`src/rtl/cv32e40px_aligner_buf_if.sv`:
```
// Fetch-side, issue-side and redirect signals of the instruction aligner.
// slave = the aligner, master = the surrounding IF stage.
interface cv32e40px_aligner_buf_if #(
  parameter int FETCH_WIDTH = 32
) ();
  logic                   fetch_valid_i;
  logic                   fetch_ready_o;
  logic [FETCH_WIDTH-1:0] fetch_rdata_i;
  logic                   instr_valid_o;
  logic                   instr_ready_i;
  logic [31:0]            instr_o;
  logic                   instr_compressed_o;
  logic [31:0]            pc_o;
  logic                   branch_i;
  logic [31:0]            branch_addr_i;
  logic                   hwlp_update_pc_i;
  logic [31:0]            hwlp_addr_i;

  modport slave (
    input  fetch_valid_i, fetch_rdata_i, instr_ready_i,
           branch_i, branch_addr_i, hwlp_update_pc_i, hwlp_addr_i,
    output fetch_ready_o, instr_valid_o, instr_o, instr_compressed_o, pc_o
  );

  modport master (
    output fetch_valid_i, fetch_rdata_i, instr_ready_i,
           branch_i, branch_addr_i, hwlp_update_pc_i, hwlp_addr_i,
    input  fetch_ready_o, instr_valid_o, instr_o, instr_compressed_o, pc_o
  );
endinterface

```
`src/rtl/cv32e40px_aligner_buf.sv`:
```
// Halfword-buffered instruction aligner: takes FETCH_WIDTH-bit fetch words and
// issues one aligned RV32/RV32C instruction per valid/ready handshake.
module cv32e40px_aligner_buf #(
  parameter int FETCH_WIDTH = 32,
  parameter int BUF_HW      = 4
) (
  input  logic                    clk,
  input  logic                    rst_n,
  cv32e40px_aligner_buf_if.slave  bus
);
  localparam int FETCH_HW = FETCH_WIDTH / 16;
  localparam int CW       = $clog2(BUF_HW + 1);
  localparam int DW       = $clog2(FETCH_HW);
  localparam int BW       = $clog2(FETCH_WIDTH / 8);
  localparam int EW       = $clog2(BUF_HW + 2);

  if (!(FETCH_WIDTH == 32 || FETCH_WIDTH == 64)) begin : g_bad_fw
    $error("cv32e40px_aligner_buf: FETCH_WIDTH must be 32 or 64");
  end
  if (BUF_HW < FETCH_HW + 1) begin : g_bad_buf
    $error("cv32e40px_aligner_buf: BUF_HW must be >= FETCH_HW+1");
  end

  logic [BUF_HW-1:0][15:0] buf_q, buf_d;
  logic [CW-1:0]           cnt_q, cnt_d;
  logic [31:0]             pc_q, pc_d;
  logic [31:0]             hwlp_addr_q, hwlp_addr_d;
  logic [DW-1:0]           drop_q, drop_d;
  logic                    hwlp_pend_q, hwlp_pend_d;

  logic                    head_c, instr_valid, fetch_ready, hs, acc;
  logic [FETCH_HW-1:0][15:0] fhw;
  logic [BUF_HW+1:0][15:0]   ext;

  // ext pads the buffer with two zero halfwords so a pop of up to 2 never indexes out of range
  assign fhw = bus.fetch_rdata_i;
  assign ext = {32'h0, buf_q};

  assign head_c      = buf_q[0][1:0] != 2'b11;
  assign instr_valid = ((cnt_q != '0) && head_c) || (int'(cnt_q) >= 2);
  assign fetch_ready = (BUF_HW - int'(cnt_q)) >= FETCH_HW;

  // a branch discards both the incoming word and the outgoing handshake
  assign hs  = instr_valid & bus.instr_ready_i & ~bus.branch_i;
  assign acc = bus.fetch_valid_i & fetch_ready & ~bus.branch_i;

  assign bus.fetch_ready_o      = fetch_ready;
  assign bus.instr_valid_o      = instr_valid;
  assign bus.instr_compressed_o = (cnt_q != '0) && head_c;
  assign bus.instr_o            = ((cnt_q != '0) && head_c) ? {16'h0, buf_q[0]}
                                                            : {buf_q[1], buf_q[0]};
  assign bus.pc_o               = pc_q;

  always_comb begin
    int pop, base, src, idx;
    buf_d       = buf_q;
    cnt_d       = cnt_q;
    pc_d        = pc_q;
    hwlp_addr_d = hwlp_addr_q;
    hwlp_pend_d = hwlp_pend_q;
    drop_d      = drop_q;
    pop         = 0;
    base        = 0;
    src         = 0;
    idx         = 0;

    if (hs) pop = head_c ? 1 : 2;
    base = int'(cnt_q) - pop;

    // shift out the popped halfwords, then land the kept fetch halfwords right after the survivors
    for (int i = 0; i < BUF_HW; i++) begin
      idx      = i + pop;
      buf_d[i] = ext[idx[EW-1:0]];
      src      = i - base + int'(drop_q);
      if (acc && (i >= base) && (src < FETCH_HW)) buf_d[i] = fhw[src[DW-1:0]];
    end
    cnt_d = CW'(base + (acc ? (FETCH_HW - int'(drop_q)) : 0));
    if (acc) drop_d = '0;

    if (hs) begin
      if (bus.hwlp_update_pc_i) begin
        pc_d = bus.hwlp_addr_i;
      end else if (hwlp_pend_q) begin
        pc_d        = hwlp_addr_q;
        hwlp_pend_d = 1'b0;
      end else begin
        pc_d = pc_q + (head_c ? 32'd2 : 32'd4);
      end
    end else if (bus.hwlp_update_pc_i) begin
      hwlp_addr_d = bus.hwlp_addr_i;
      hwlp_pend_d = 1'b1;
    end

    if (bus.branch_i) begin
      buf_d       = '0;
      cnt_d       = '0;
      pc_d        = {bus.branch_addr_i[31:1], 1'b0};
      drop_d      = bus.branch_addr_i[BW-1:1];
      hwlp_pend_d = 1'b0;
    end
  end

  always_ff @(posedge clk or negedge rst_n) begin
    if (!rst_n) begin
      buf_q       <= '0;
      cnt_q       <= '0;
      pc_q        <= '0;
      hwlp_addr_q <= '0;
      hwlp_pend_q <= 1'b0;
      drop_q      <= '0;
    end else begin
      buf_q       <= buf_d;
      cnt_q       <= cnt_d;
      pc_q        <= pc_d;
      hwlp_addr_q <= hwlp_addr_d;
      hwlp_pend_q <= hwlp_pend_d;
      drop_q      <= drop_d;
    end
  end

`ifndef SYNTHESIS
  // only one hardware-loop redirect may be outstanding at a time
  a_hwlp_single: assert property (@(posedge clk) disable iff (!rst_n)
                                  !(bus.hwlp_update_pc_i && hwlp_pend_q));
`endif
endmodule
```
`src/flat_wrapper.sv`:
```
// flat-port wrapper written by rule: the top's interface ports become plain ports
module cv32e40px_aligner_buf_flat 
#(
  parameter int FETCH_WIDTH = 32,
  parameter int BUF_HW      = 4
)
  (clk, rst_n, bus_fetch_valid_i, bus_fetch_rdata_i, bus_instr_ready_i, bus_branch_i, bus_branch_addr_i, bus_hwlp_update_pc_i, bus_hwlp_addr_i, bus_fetch_ready_o, bus_instr_valid_o, bus_instr_o, bus_instr_compressed_o, bus_pc_o);
  cv32e40px_aligner_buf_if #(.FETCH_WIDTH(FETCH_WIDTH)) bus_i ();
  input  logic clk;
  input  logic rst_n;
  input wire logic [$bits(bus_i.fetch_valid_i)-1:0] bus_fetch_valid_i;
  input wire logic [$bits(bus_i.fetch_rdata_i)-1:0] bus_fetch_rdata_i;
  input wire logic [$bits(bus_i.instr_ready_i)-1:0] bus_instr_ready_i;
  input wire logic [$bits(bus_i.branch_i)-1:0] bus_branch_i;
  input wire logic [$bits(bus_i.branch_addr_i)-1:0] bus_branch_addr_i;
  input wire logic [$bits(bus_i.hwlp_update_pc_i)-1:0] bus_hwlp_update_pc_i;
  input wire logic [$bits(bus_i.hwlp_addr_i)-1:0] bus_hwlp_addr_i;
  output wire logic [$bits(bus_i.fetch_ready_o)-1:0] bus_fetch_ready_o;
  output wire logic [$bits(bus_i.instr_valid_o)-1:0] bus_instr_valid_o;
  output wire logic [$bits(bus_i.instr_o)-1:0] bus_instr_o;
  output wire logic [$bits(bus_i.instr_compressed_o)-1:0] bus_instr_compressed_o;
  output wire logic [$bits(bus_i.pc_o)-1:0] bus_pc_o;
  assign bus_i.fetch_valid_i = bus_fetch_valid_i;
  assign bus_i.fetch_rdata_i = bus_fetch_rdata_i;
  assign bus_i.instr_ready_i = bus_instr_ready_i;
  assign bus_i.branch_i = bus_branch_i;
  assign bus_i.branch_addr_i = bus_branch_addr_i;
  assign bus_i.hwlp_update_pc_i = bus_hwlp_update_pc_i;
  assign bus_i.hwlp_addr_i = bus_hwlp_addr_i;
  assign bus_fetch_ready_o = bus_i.fetch_ready_o;
  assign bus_instr_valid_o = bus_i.instr_valid_o;
  assign bus_instr_o = bus_i.instr_o;
  assign bus_instr_compressed_o = bus_i.instr_compressed_o;
  assign bus_pc_o = bus_i.pc_o;
  cv32e40px_aligner_buf #(.FETCH_WIDTH(FETCH_WIDTH), .BUF_HW(BUF_HW)) u_core (.clk(clk), .rst_n(rst_n), .bus(bus_i));
endmodule
```
`config.mk`:
```
export PLATFORM = sky130hd
export DESIGN_NAME = cv32e40px_aligner_buf_flat
export DESIGN_NICKNAME = d
export VERILOG_FILES = /design/src/rtl/cv32e40px_aligner_buf_if.sv /design/src/rtl/cv32e40px_aligner_buf.sv /design/src/flat_wrapper.sv
export SDC_FILE = /design/constraint.sdc
export NUM_CORES = 1
export LEC_CHECK = 0
export ABC_AREA = 1
export CAP_MARGIN = 20
export CORE_ASPECT_RATIO = 0.7
export CORE_UTILIZATION = 40
export CTS_BUF_LIST = sky130_fd_sc_hd__clkbuf_2
export DETAILED_ROUTE_END_ITERATION = 6
export SLEW_MARGIN = 5
export SYNTH_ARGS = -nofsm -noshare
export SYNTH_HDL_FRONTEND = slang
export SYNTH_SLANG_ARGS = --single-unit
```
`constraint.sdc`:
```
create_clock -name clk -period 11.1 [get_ports clk]
set_input_delay 2.775 -clock clk [delete_from_list [all_inputs] [get_ports clk]]
set_output_delay 2.775 -clock clk [all_outputs]
set_load 0.1 [all_outputs]
```
Word level (Yosys, flattened, before mapping)
Index checks and enable logic that the tools add are counted.
Operators by class
  bitwise gates (word level): 6
  muxes and demuxes: 37
  $lt $le $gt $ge: 18
  equality and inequality tests: 2
  $add $sub $neg: 16
  reduce and logical (&&, ||, !) cells: 16
Operators with widths (number)
  two-way mux 16 bit: 16
  binary-select mux 16 bit (select 3 bit): 4
  two-way mux 32 bit: 5
  adder 32 x 2 -> 32 bit: 4
  less-than comparator 32 x 3 -> 1 bit, second input constant: 4
  >= comparator 3 x 32 -> 1 bit, first input constant: 2
  two-way mux 64 bit: 1
  subtractor 3 x 32 -> 32 bit, first input constant: 2
  adder 32 bit: 1
  >= comparator 1 x 32 -> 1 bit, first input constant: 1
  >= comparator 2 x 32 -> 1 bit, first input constant: 1
  >= comparator 32 x 3 -> 1 bit, second input constant: 1
  subtractor 1 x 32 -> 32 bit, first input constant: 1
  subtractor 2 x 32 -> 32 bit, first input constant: 1
  less-than comparator 3 x 4 -> 1 bit, second input constant: 4
  logical AND 1 bit: 9
  two-way mux 3 bit: 3
  less-than comparator 1 x 2 -> 1 bit, second input constant: 4
  adder 3 bit, first input constant: 2
  two-way mux 1 bit: 6
  nonzero test 3 bit: 2
  AND 1 bit: 4
  two-way mux 2 bit: 2
  AND reduction 2 bit: 2
  11 further kinds: 13
Storage, ports and cells
  word-level logic and storage cells: 104
  bits of input ports: 102
  register bits after elaboration: 133

Depth between registers and ports, before layout
Gate-level depths: netlist of the first run.
  depth in word-level cells: 13
  depth in mapped cells: 30
  depth with buffers taken out: 28

Least setup slack after synthesis of the first run
No wires, ideal clock.
  path kind: register to output
  start point: register u_core.cnt_q[1]
  end point: output port bus_instr_o[22]
  buffers on the path: 1
  setup slack: 5.103 ns
  data arrival time: 3.222 ns
  stages on the path, launching flop included: 9
  required time: 8.325 ns
  cells stage by stage: dfrtp_1 > inv_1 > ha_1 > ha_1 > inv_1 > nand2_2 > clkinv_1 > buf_1 > nor2_1
On the way
  word-level cells in the longest chain between the ends: 3
Ends and longest elaborated chain
  start: declaration: line cv32e40px_aligner_buf.sv:25  | logic [CW-1:0] cnt_q, cnt_d;
  start signal: assignment: line cv32e40px_aligner_buf.sv:113  | cnt_q <= cnt_d;
  nonzero test 3 bit
  logical AND 1 bit
  named net bus_instr_compressed_o: line flat_wrapper.sv:21  | output wire logic [$bits(bus_i.instr_compressed_o)-1:0] bus_instr_compressed_o;
  two-way mux 32 bit: line cv32e40px_aligner_buf.sv:50  | assign bus.instr_o = ((cnt_q != '0) && head_c) ? {16'h0, buf_q[0]}
  end: declaration: line flat_wrapper.sv:20  | output wire logic [$bits(bus_i.instr_o)-1:0] bus_instr_o;
The timed path passes the listed nets, and every way through them passes these cells.

==> out/metrics.cfg, run 1 <==
[synthesis]
ys_seq_elements=133
synthCells=1511
synth_top_area_frac=0.330
synth_largest_area_cell=dfrtp_1
ys_top_cells_by_area=dfrtp_1, nand2_1, nand3_1
async_flop_share=1.00
ys.flop_type=dfrtp_1
synth_cell_type_count=49
syn_avg_cell_area_um2=6.67
synth_seq_area_share=0.330
yosysWarnings=0
synth-edff-count=0
syn_nets=1650
syn_area_mm2=0.0101

[power]
power.leakage_nw=5.81
vdd_drop_max_v=0.000263
power.density_mw_per_mm2=325

[grt]
use_met3=0.0712
grtUsageTotal=0.267
gr-total-overflow=0
met1_usage=0.421
use_met2=0.360
grt_max_degree=75
grt_pass1_vias=9345
grt_pass1_wl_mm=53.0
busiest_layer=met1
antenna_found_initial=1

[timing]
hold_violations=0
timing_worst_slew_pin_value_ps=1100
fin_skew_ps=36.5
worst_slack_ps=4220
final-setup-viol-count=0
rsz0062_at_grt=no
finalMaxSlewViolations=0
maxSlewHeadroom=0.267
max_freq_mhz=145
period_minus_slack_ps=6880
min_period_over_period=0.620
fin_setup_tns_ps=0

[critical_path]
rrSetupSlack_ps=5620
crit_required_ps=11780
r2r-start=u_core.cnt_q[1]
cp.arrival_ps=7560
reg2reg_depth=24
path_max_fanout=74
path_class=in -> reg
cp-startpoint=bus_instr_ready_i
start_kind=input port
rr_endpoint=u_core.buf_q[52]
endpoint_kind=register
worstSetupEndpoint=u_core.buf_q[52]

[route]
ant_nets=0
dr_total_vias=10273
wl_per_cell_um=17.4
drt_pass1_iterations=6
drc_errors=0
routed_via_density=5.25
totalWireLength_mm=34.0
dr.first_iter.drc_count=872

[clocking]
cts_tree=done
cts_hold_buf=0
path_clk_slew_ps=190
cts_sinks=133
cts_max_level=4
post_cts_resized=0
cts_buffers=17
clk_latency_ps=780
cts-root-buf=clkbuf_2
cts_setup_buffers=0
cts.path.max_buffers=2

[floorplanning]
fp-row-count=48
dieArea_mm2=0.0259
io_pins=169
fp.dieW_um=192
die_h_um=135
initial_core_util=0.409
core_area_mm2=0.0247

[final_layout]
fin_nets=1755
final_layout_size_suffix_gt1_frac=0.0632
area_growth_pct=18.5

[hold_path]
min_path_type=reg -> reg

[placement]
pre_cts_ws_ps=3420
io_buffer_count=167
dp_hpwl_mm=23.3
place.gp.congestion=0.921

[flow_run]
cap_violations=0

[run_status]
status=finished clean

## placed cells by master (no fill, tap or decap), types with 4 or more instances in the layout
master and instances:
or2_2 4, or2_0 4, clkdlybuf4s50_1 165, o22ai_1 4, nand4_1 4, inv_1 141
ha_1 34, o21ai_0 65, nand3_2 12, o21ai_1 17, a21oi_1 53, o211ai_1 15
nand2_2 7, a22oi_1 6, or2_1 11, clkbuf_2 20, nand3b_1 7, nor2_1 187
buf_4 15, dfrtp_1 133, inv_2 6, a221oi_1 14, xor2_1 8, nor3_1 12
a21oi_2 10, clkinv_1 5, nand2_1 449, clkinv_2 5, nand3_1 170
## final cells by class
type,instances,area (um2)
Fill cell,2555,12700
Timing Repair Buffer,183,1810
Inverter,149,559
Clock buffer,20,100
Sequential cell,133,3330
Antenna cell,1,2.50
Multi-Input combinational cell,1132,5660
Clock inverter,12,88.8
Tap cell,325,407
## through the flow
step	power, mW	std cells	hold slack, ps	util	instance area, um2
6_report	3.88	1955	509	0.484	12000
4_1_cts	3.88	1953	511	0.483	11900
3_5_place_dp	3.59	1921	466	0.475	11700
2_1_floorplan	2.96	1511	448	-	10100
3_3_place_gp	3.56	1921	461	0.475	11700
5_1_grt	4.18	1955	542	0.484	12000
## worst max-delay path, cell delays in order
cell and delay, ps:
clkdlybuf4s50_1 660, nand3_4 160, nor2_8 720, ha_1 290, inv_1 70, fa_1 720, inv_1 180, ha_1 250
or2_1 280, nand2_1 80, ha_1 140, nand4_1 90, nor3_1 180, nand3_1 100, nand2_1 90, nand2_2 400
nand2_1 200, nand2_1 60, nor2_1 110
## sequential cells by signal, indices dropped and copies added, names as in the netlist
signal	flops
u_core.buf_q	64
u_core.drop_q	1
u_core.cnt_q	3
u_core.hwlp_pend_q	1
u_core.hwlp_addr_q	32
u_core.bus.pc_o	32
## worst min path at each step
stage                           start                endpoint  slack [ps]  depth (start not counted)
2_1_floorplan   u_core.hwlp_addr_q[3]   u_core.hwlp_addr_q[3]         450                          2
3_3_place_gp    u_core.hwlp_addr_q[5]   u_core.hwlp_addr_q[5]         460                          2
3_5_place_dp   u_core.hwlp_addr_q[29]  u_core.hwlp_addr_q[29]         470                          2
4_1_cts         u_core.hwlp_addr_q[3]   u_core.hwlp_addr_q[3]         510                          2
5_1_grt         u_core.hwlp_addr_q[3]   u_core.hwlp_addr_q[3]         540                          2
6_report        u_core.hwlp_addr_q[3]   u_core.hwlp_addr_q[3]         510                          2
## power by group
group | total [mW] | leakage, nW | switching, mW | internal [mW]
clock | 0.277 | 0.122 | 0.198 | 0.0788
combinational | 2.75 | 3.98 | 1.99 | 0.756
sequential | 0.856 | 1.70 | 0.190 | 0.666
total | 3.88 | 5.81 | 2.38 | 1.50
## logic make-up after synthesis
kind of cell / count (synthesis) / synth area share
DFF: 133 / 0.330
xor gates and xnor gates: 10 / 0.00869
buffers and inverters: 246 / 0.110
AOI/OAI and AO/OA: 204 / 0.123
and+or+nand+nor: 881 / 0.380
adders and majority gates: 37 / 0.0481
## per-layer routing
| metal | wire length (um) | vias to the layer above |
|---|---|---|
| met4 | 324 | 0 |
| met2 | 13400 | 368 |
| met3 | 2860 | 18 |
| li1 | - | 5070 |
| met5 | 0 | - |
| met1 | 17300 | 4817 |
## Yosys cell counts, types with 15 or more instances
cell	number
buf_2	19
o21ai_1	17
inv_1	141
nand3_1	170
o211ai_1	15
nand2_1	449
clkbuf_1	33
o21ai_0	65
ha_1	34
dfrtp_1	133
buf_4	32
a21oi_1	54
nor2_1	188
No activity file was read; power rests on OpenSTA's default activity.
==> run 2: changes to the inputs <==
==> constraint.sdc (replaced) <==
create_clock -name clk -period 7.14 [get_ports clk]
set_input_delay 1.785 -clock clk [delete_from_list [all_inputs] [get_ports clk]]
set_output_delay 1.785 -clock clk [all_outputs]
set_load 0.1 [all_outputs]
==> run 2 against run 1 <==
Net effect:
- non-clock buffer count rose by 4
- flip-flop and latch count unchanged
- clock power up 97%
- global-route usage shrank 0.12 points
- first-iteration DRC count increased by 14%
- register-to-register slack got worse by 3200 ps
- via count shrank 1.1%
- clock-buffer cell count fell by 2
- clock skew rose by 7.0 ps
==> out/metrics.cfg, run 2 (same netlist as run 1, synthesis figures left out) <==
[run_status]
status=finished clean

[clocking]
cts.path.max_buffers=2
post_cts_resized=0
cts_tree=done
path_clk_slew_ps=220
cts-root-buf=clkbuf_2
cts_buffers=17
cts_hold_buf=0
cts_setup_buffers=0
cts_sinks=133
clk_latency_ps=760
cts_max_level=4

[final_layout]
largest_reg_flops=64
fin_nets=1759
fillers=2564
mostFrequentLayoutCells=nand2_1, nor2_1, nand3_1
top_register=u_core.buf_q
final_layout_size_suffix_gt1_frac=0.0655
area_growth_pct=20.1
final_common_cell=nand2_1
utilization=0.491

[critical_path]
endpoint_kind=output port
cp.arrival_ps=4020
cpLargestDelayFamily=buffers and inverters
path_max_fanout=17
cpMaxStageDelayCell=clkdlybuf4s50_1
max_stage_delay_ps=1240
crit_required_ps=5360
start_kind=register
path_class=reg -> out
path_cells=inv_1 -> ha_1 -> ha_1 -> inv_1 -> nand2_2 -> clkinv_1 -> nor2_1 -> clkdlybuf4s50_1
critical_path_buf_inv_count=4

[grt]
gr-total-overflow=0
grt_pass1_wl_mm=52.8
grtUsageTotal=0.266
grt_pass1_vias=9351
antenna_found_initial=1
grt_max_degree=74

[power]
power.density_mw_per_mm2=509
power.leakage_nw=5.87
vdd_drop_max_v=0.000479

[placement]
io_buffer_count=167
place.gp.congestion=0.930
dp_hpwl_mm=23.1

[route]
drc_errors=0
wl_per_cell_um=17.3
routed_via_density=5.19
totalWireLength_mm=33.9
wl_met2_mm=13.6
drt_pass1_iterations=5
dr_total_vias=10160
dr.first_iter.drc_count=997
ant_nets=0
wl_met1_mm=17.4
top_layer_used=met4
met3WireLength_mm=2.61

[timing]
timing_worst_slew_pin_value_ps=1080
fin_setup_tns_ps=0
maxSlewHeadroom=0.280
period_minus_slack_ps=5810
hold_violations=0
final-setup-viol-count=0
fin_skew_ps=43.5
rsz0062_at_grt=no
finalMaxSlewViolations=0
max_freq_mhz=172
min_period_over_period=0.813
whs_ps=510

[floorplanning]
io_pins=169
initial_core_util=0.409
die_h_um=135
core_area_mm2=0.0247
fp-row-count=48
dieArea_mm2=0.0259
fp.dieW_um=192

[flow_run]
cap_violations=0

[hold_path]
min_path_type=reg -> reg

[run 2: cell types whose count changed in the layout (fill, tap and decap cells not counted)]
cell,previous run,this run
clkbuf_2,20,18
clkinv_2,5,1
bufinv_16,1,4
buf_16,1,3
buf_4,15,17
clkinv_4,0,3
[run 2: layer usage]
layer	GRT usage	up-vias
li1	-	5078
met1	0.425	4712
met2	0.364	348
met3	0.0535	22
met4	0.0450	0
met5	0	-
[run 2: stage by stage]
step | power [mW] | cells | area [um2] | setup WS, ps
after floorplan | 4.60 | 1511 | 10100 | 2130
after global placement | 5.53 | 1923 | 11700 | 1080
after detailed placement | 5.59 | 1924 | 11800 | 950
after CTS | 6.15 | 1956 | 12100 | 1210
after global routing | 6.63 | 1959 | 12100 | 1090
final | 6.16 | 1959 | 12100 | 1330
[run 2: cell type report]
type                       count  area [um2]  area share
antenna                        1        2.50    0.000207
clock buffer                  18        90.1     0.00744
clock inverter                14         185      0.0153
inverter                     149         559      0.0462
multi-input combinational   1132        5660       0.467
sequential                   133        3330       0.275
tap                          325         407      0.0336
timing repair buffer         187        1880       0.155
[run 2: report_power, final]
part / leakage [nW] / internal (mW) / switching (mW)
combinational: 4.02 / 1.20 / 3.09
clock: 0.153 / 0.229 / 0.317
sequential: 1.70 / 1.04 / 0.296
[run 2: path summary, 6_finish.rpt]
check	from	endpoint	depth (start not counted)	slack, ps
min in group asynchronous	rst_n	u_core.hwlp_addr_q[23]	1	1020
max in group asynchronous	rst_n	u_core.bus.pc_o[12]	2	4680
hold / removal	u_core.hwlp_addr_q[17]	u_core.hwlp_addr_q[17]	2	510
setup / recovery	u_core.cnt_q[1]	bus_instr_o[17]	8	1330
setup reg to reg	u_core.cnt_q[1]	u_core.buf_q[37]	24	2380
hold reg to reg	u_core.hwlp_addr_q[17]	u_core.hwlp_addr_q[17]	2	510
[run 2: worst min-delay path, cell delays in order (launching register included)]
cell and delay, ps:
dfrtp_1 390, nand2_1 50, nand2_1 50
